`src/rtl/shared_output_arbiter.sv`:
```
// Four-way time-sharing arbiter for one actuator channel: urgent-first round-robin
// grant with a bounded hold time and an idle gap after every grant.
module shared_output_arbiter #(
  parameter int MAX_HOLD   = 16,
  parameter int GAP_CYCLES = 2
) (
  input  logic       clk,
  input  logic       rst_n,
  input  logic       ena,
  input  logic [3:0] req,
  input  logic [3:0] urgent,
  input  logic [3:0] done,
  output logic [3:0] gnt,
  output logic [1:0] gnt_id,
  output logic       busy,
  output logic       timeout
);

  typedef enum logic [1:0] {IDLE, GRANT, GAP} state_t;

  localparam logic [7:0] HOLD_LAST = 8'(MAX_HOLD - 1);
  localparam logic [3:0] GAP_LAST  = 4'(GAP_CYCLES - 1);

  state_t     state_q, state_d;
  logic [3:0] gnt_q, gnt_d;
  logic [1:0] gntId_q, gntId_d;
  logic [1:0] last_q, last_d;
  logic [7:0] holdCnt_q, holdCnt_d;
  logic [3:0] gapCnt_q, gapCnt_d;

  logic [3:0] candSet;
  logic [1:0] scanIdx;
  logic [1:0] winner;
  logic       found;
  logic       ownerRelease;
  logic       atLimit;
  logic       timeoutPulse;

  // Urgent requests form their own tier; the rotating scan starts just after the last owner.
  always_comb begin
    candSet = ((req & urgent) != 4'b0000) ? (req & urgent) : req;
    winner  = last_q;
    found   = 1'b0;
    scanIdx = last_q;
    for (int k = 1; k <= 4; k++) begin
      scanIdx = last_q + 2'(k);
      if (!found && candSet[scanIdx]) begin
        winner = scanIdx;
        found  = 1'b1;
      end
    end
  end

  assign ownerRelease = done[gntId_q] | ~req[gntId_q];
  assign atLimit      = (holdCnt_q == HOLD_LAST);

  always_comb begin
    state_d      = state_q;
    gnt_d        = gnt_q;
    gntId_d      = gntId_q;
    last_d       = last_q;
    holdCnt_d    = holdCnt_q;
    gapCnt_d     = gapCnt_q;
    timeoutPulse = 1'b0;
    if (ena) begin
      unique case (state_q)
        IDLE: begin
          if (req != 4'b0000) begin
            state_d   = GRANT;
            gnt_d     = 4'b0001 << winner;
            gntId_d   = winner;
            last_d    = winner;
            holdCnt_d = 8'd0;
          end
        end
        GRANT: begin
          // A release in the limit cycle wins, so the timer only fires when the owner hangs on.
          if (ownerRelease || atLimit) begin
            gnt_d        = 4'b0000;
            holdCnt_d    = 8'd0;
            gapCnt_d     = 4'd0;
            timeoutPulse = ~ownerRelease;
            state_d      = (GAP_CYCLES == 0) ? IDLE : GAP;
          end else begin
            holdCnt_d = holdCnt_q + 8'd1;
          end
        end
        GAP: begin
          if (gapCnt_q == GAP_LAST) begin
            state_d  = IDLE;
            gapCnt_d = 4'd0;
          end else begin
            gapCnt_d = gapCnt_q + 4'd1;
          end
        end
        default: state_d = IDLE;
      endcase
    end
  end

  always_ff @(posedge clk or negedge rst_n) begin
    if (!rst_n) begin
      state_q   <= IDLE;
      gnt_q     <= 4'b0000;
      gntId_q   <= 2'd0;
      last_q    <= 2'd3;
      holdCnt_q <= 8'd0;
      gapCnt_q  <= 4'd0;
    end else begin
      state_q   <= state_d;
      gnt_q     <= gnt_d;
      gntId_q   <= gntId_d;
      last_q    <= last_d;
      holdCnt_q <= holdCnt_d;
      gapCnt_q  <= gapCnt_d;
    end
  end

  assign gnt     = gnt_q;
  assign gnt_id  = gntId_q;
  assign busy    = (state_q != IDLE);
  assign timeout = timeoutPulse;

  assert property (@(posedge clk) disable iff (!rst_n) $onehot0(gnt_q));

endmodule
```
`config.mk`:
```
export PLATFORM = sky130hd
export DESIGN_NAME = shared_output_arbiter
export DESIGN_NICKNAME = d
export VERILOG_FILES = /design/src/rtl/shared_output_arbiter.sv
export SDC_FILE = /design/constraint.sdc
export NUM_CORES = 1
export LEC_CHECK = 0
export BUFFER_PORTS_ARGS = -buffer_cell sky130_fd_sc_hd__buf_2
export CAP_MARGIN = 0
export CORE_ASPECT_RATIO = 1.2
export CORE_UTILIZATION = 30
export CTS_CLUSTER_DIAMETER = 120
export DETAILED_ROUTE_END_ITERATION = 6
export PLACE_DENSITY = 0.55
export SLEW_MARGIN = 25
export SYNTH_ARGS = -nofsm -noshare
export SYNTH_HDL_FRONTEND = slang
export SYNTH_SLANG_ARGS = --single-unit
```
`constraint.sdc`:
```
create_clock -name clk -period 2.3 [get_ports clk]
set_input_delay 0.69 -clock clk [delete_from_list [all_inputs] [get_ports clk]]
set_output_delay 0.69 -clock clk [all_outputs]
set_load 0.02 [all_outputs]
```
**Yosys cells after proc, flatten, opt, wreduce, memory -nomap -nowiden**

Index checks and enable logic that the tools add are counted.
Widths: inputs -> output; s select.

- Logic and storage cells: 81
- Bits in registers: 22
- Output and inout bits: 8
- Bits of input ports: 15

- Mux-type cells: 35
- Reduce and logical (&&, ||, !) cells: 18
- Equality and inequality tests: 7
- Bitwise operators: 4
- Order comparisons: 5
- Shift-type cells: 1
- Add/sub/neg operators: 5

Operator list:

| kind | count |
|---|---|
| $mux 4 | 4 |
| $mux 8 | 2 |
| $pmux 4 s2 | 2 |
| $pmux 8 s2 | 1 |
| $lt 2x3->1 const B | 5 |
| $mux 2 | 7 |
| $bmux 1 s2 | 6 |
| $mux 1 | 12 |
| $reduce_and 3->1 | 3 |
| $add 8x1->8 const B | 1 |
| $eq 8x4->1 const B | 1 |
| $reduce_and 4->1 | 2 |
| $reduce_bool 4->1 | 2 |
| $ne 2x2->1 const B | 3 |
| $pmux 2 s3 | 1 |
| $reduce_bool 2->1 | 3 |
| $add 2x2->2 const B | 2 |
| $add 4x1->4 const B | 1 |
| $and 4x4->4 | 1 |
| $eq 4x1->1 const B | 1 |
| $shl 1x2->4 const A | 1 |
| $logic_and 1x1->1 | 3 |
| $logic_not 1->1 | 3 |
| $add 2x1->2 const B | 1 |
| 6 further kinds | 7 |

**Depth between registers and ports, before layout**

- Word-level depth: 18
- Depth in mapped cells: 7
- Mapped depth without buffers: 7

**Worst setup path after synthesis**

No wires, ideal clock.

- Path kind: input-to-output
- Start point: input req[0]
- End point: output timeout
- Path buffers: 1
- Stages: 4
- Required time: 1.610 ns
- Slack: -0.217 ns
- Arrival: 1.827 ns
- Path through: buf_6 nor3b_1 a311o_1 nor4bb_1

- Cells in the longest elaborated chain, start to end: 8

RTL lines:

| what | line | text |
|---|---|---|
| start: declaration | 10 | `input logic [3:0] req,` |
| $bmux 1 s2 (*) | 54 | `assign ownerRelease = done[gntId_q] \| ~req[gntId_q];` |
| $mux 1 (implied by the code) (*) | 54 |  |
| $not 1->1 (*) | 54 |  |
| $or 1x1->1 (*) | 54 |  |
| $logic_or 1x1->1 / $not 1->1 (equally long branches) | 78, 82 |  |
| $mux 1 (*) | 78 | `if (ownerRelease \|\| atLimit) begin` |
| $mux 1 (*) | 66 | `unique case (state_q)` |
| $mux 1 (*) | 65 | `if (ena) begin` |
| end: declaration | 16 | `output logic timeout` |

Mark *: on every way between the ends. The rest lies on a longest branch, timed or not. The select of a mux whose other input is x is not followed.

**Worst setup path in the final report**

- Start point: register holdCnt_q[0]
- End point: output timeout

- Cells in the longest elaborated chain, start to end: 5

RTL lines:

| what | line | text |
|---|---|---|
| start: declaration | 28 | `logic [7:0] holdCnt_q, holdCnt_d;` |
| start signal: assignment | 114 | `holdCnt_q <= holdCnt_d;` |
| $eq 8x4->1 | 55 | `assign atLimit = (holdCnt_q == HOLD_LAST);` |
| $logic_or 1x1->1 | 78 |  |
| $mux 1 | 78 |  |
| $mux 1 | 66 |  |
| $mux 1 | 65 |  |

No other way between the ends.

==> results.yml <==
global_route:
  grt_usage_pct: 14.1
  global_route.usage.met1_pct: 19.2
  antenna_found_initial: 0
  met2_usage_pct: 23.0
  grt_pass1_vias: 1224
  gr-total-overflow: 0
  grt_pass1_wl_um: 5730
  grtUsageMet3_pct: 1.74
  top_usage_layer: "met2"
  grt_max_degree: 23
placed_design:
  place.gp.congestion: 0.803
  dpl.hpwl_um: 2470
  portBuffers: 22
  dp.cells: 240
power:
  p_int_w: 0.000987
  pwr_density_cell_mw_per_mm2: 940
  power.share.sequential_pct: 36.6
  fin_total_pwr_w: 0.00166
  p_switching_w: 0.000673
  power_leakage_nw: 0.841
  ir_drop_uv: 243
  p_comb_share_pct: 48.6
  pwr-share-clk_pct: 14.8
  swShare_pct: 40.5
sta:
  rsz0062_at_grt: "yes"
  drv_slew: 0
  fin_crit_ps: 2410
  fmax_mhz: 416
  min_period_over_period_pct: 105
  slew_headroom_pct: 65.6
  hold_violations: 0
  setup_violations: 1
  worst_pin_slew_ps: 515
  skew_ps: 5.73
  holdWs_ps: 392
  setup_ws_ps: -105
cells_and_area:
  area_growth_pct: 21.8
  drive_gt1_share_pct: 29.5
  final_core_util_pct: 38.1
  nNetsFinal: 209
  num_antenna_cells: 0
  final_cells: 248
synthesis:
  synth_nets: 172
  synthTopCellsByArea: "dfrtp_1 (35%), o21ai_0 (6.6%), a22o_1 (4.2%)"
  synth_top_area_share_pct: 34.5
  synth-edff-count: 0
  seq_area_frac_synth_pct: 38.2
  ys_types: 50
  synthFlopType: "dfrtp_1"
  yosysWarnings: 0
  synth.largest_area_cell: "dfrtp_1"
  ys_ff_latch: 22
  syn_area_mm2: 0.00145
  syn_area_per_cell_um2: 9.41
  async_flop_share_pct: 100
  syn_inst: 154
worst_setup_path:
  criticalPathCategory: "flop to output pin"
  cp.arrival_ps: 1720
  startpoint_type: "flop"
  cp.required_ps: 1610
  path_max_fanout: 3
  crit_path_end_kind: "output pin"
die:
  die_width_um: 65.4
  placeableCoreArea_mm2: 0.00463
  io_pins: 23
  die_y_um: 78.1
  dieArea_mm2: 0.00511
  initial_utilization_pct: 31.3
  placementRows: 27
route:
  wirelength_um: 3330
  vias: 1323
  post_drt_wl_per_cell_um: 13.4
  dr.pass1.iters: 4
  drt-initial-drc-count: 64
  drcViolationCount: 0
  postRouteAntennaNets: 0
  vias_per_cell: 5.33
clock_network:
  path_clk_slew_ps: 80
  clock_path_buffers: 2
  cts_hold_buffers: 0
  worstSkewPairLatency_ps: 260
  numCtsBuffers: 3
  cts_tree: "yes"
  htreeDepth: 1
  cts_sinks: 22
  root_buffer: "clkbuf_8"
outcome:
  outcome: "finished, violations left"
  violations: "setup timing"
run:
  cap_violations: 0
hold_path:
  hold_class: "primary input to async pin"
-- routing by layer --
| layer | routed length, um | vias to the layer above | part of all wire (%) |
|---|---|---|---|
| met3 | 106 | 5 | 3.2 |
| met5 | 0 | - | 0 |
| met1 | 1620 | 632 | 49 |
| met2 | 1560 | 25 | 47 |
| li1 | - | 661 | - |
| met4 | 43 | 0 | 1.3 |
-- layout by cell type, fill, tap and decap left out, drive strengths merged, types with 2 or more instances in the layout --
master / synthesis / routed
a22o: 7 / 7
nand2: 15 / 15
ha: 3 / 3
nand2b: 3 / 3
a311oi: 2 / 2
dfrtp: 20 / 20
a21boi: 2 / 2
nor3: 4 / 4
nand4: 3 / 3
a21oi: 9 / 9
a211oi: 2 / 2
dfstp: 2 / 2
and3: 6 / 6
inv: 5 / 5
clkbuf: 1 / 4
a21o: 2 / 2
buf: 5 / 38
a22oi: 3 / 3
o21ai: 19 / 19
a31oi: 4 / 4
and2b: 2 / 2
or2b: 2 / 2
nand3: 2 / 2
nor2b: 5 / 5
nor2: 4 / 4
a311o: 3 / 3
o2bb2ai: 2 / 2
nor3b: 2 / 2
-- synth_stat cells, drive strengths merged, types with 4 or more instances --
library cell and n:
a21oi 9, nor2b 5, nand2 15, nor3 4, dfrtp 20, inv 5
o21ai 19, a22o 7, and3 6, nor2 4, a31oi 4, buf 5
-- critical path: stages (launching register included) --
cell      delay [ps]
dfrtp_1          360
ha_1             170
and4b_1          250
nand4_1          170
nor4bb_4         320
buf_4            190
-- cell type report --
cell class / count / area (um2)
clock buffers: 4 / 45.0
repair buffers: 38 / 233
fillers: 480 / 2860
inverters: 5 / 18.8
flip-flops and latches: 22 / 553
well taps: 58 / 72.6
multi-input cells: 121 / 843
-- worst paths after layout --
| path | startpoint | endpoint | slack, ps | depth (start not counted) |
|---|---|---|---|---|
| min in group clk | gnt[2]$_DFFE_PN0P_ | gnt[2]$_DFFE_PN0P_ | 490 | 1 |
| worst max register to register | last_q[0]$_DFFE_PN1P_ | gnt[0]$_DFFE_PN0P_ | 520 | 5 |
| worst max-delay path | holdCnt_q[0]$_DFFE_PN0P_ | timeout | -110 | 5 |
| worst min register to register | gnt[2]$_DFFE_PN0P_ | gnt[2]$_DFFE_PN0P_ | 490 | 1 |
| worst min-delay path | rst_n | holdCnt_q[6]$_DFFE_PN0P_ | 390 | 1 |
| max in group asynchronous | rst_n | last_q[1]$_DFFE_PN1P_ | 1540 | 1 |
-- power by group through the flow --
| stage | Clock [W] | Combinational, W | Sequential [W] |
|---|---|---|---|
| final | 0.000245 | 0.000807 | 0.000608 |
| after global routing | 0.000268 | 0.000906 | 0.000629 |
| after CTS | 0.000253 | 0.000798 | 0.000608 |
| after detailed placement | 0 | 0.000782 | 0.000619 |
| after global placement | 0 | 0.000777 | 0.000618 |
| after floorplan | 0 | 0.000511 | 0.000646 |
-- flip-flops by register name (all words and copies together), names as in the netlist --
name and flops:
gnt 4, gnt_id 2, state_q 2, last_q 2
holdCnt_q 8, gapCnt_q 4
-- repair_timing --
| action | 4_1_cts | 5_1_grt |
|---|---|---|
| gates resized for setup | 1 | 0 |
| setup buffers | 2 | 2 |
| pin swaps | 2 | 2 |
| gates cloned | 0 | 0 |
| endpoints found under the setup margin | 1 | 1 |
-- per-stage QoR --
step / area [um2] / setup WS (ps) / TNS [ps]
after floorplan: 1460 / 89.3 / 0
after global placement: 1690 / -61.0 / -61.0
after detailed placement: 1690 / -81.0 / -81.0
after CTS: 1750 / -158 / -158
after global routing: 1770 / -205 / -205
final: 1770 / -105 / -105
-- cell families after synthesis --
logic type	count (synthesis)	synth area share, %
adders and majority gates	3	2.59
DFF	22	38.2
buffers and inverters	11	4.66
muxes	1	0.777
AOI/OAI and AO/OA	63	31.8
and+or+nand+nor	54	22.0
(Power assumes the default switching activity.)
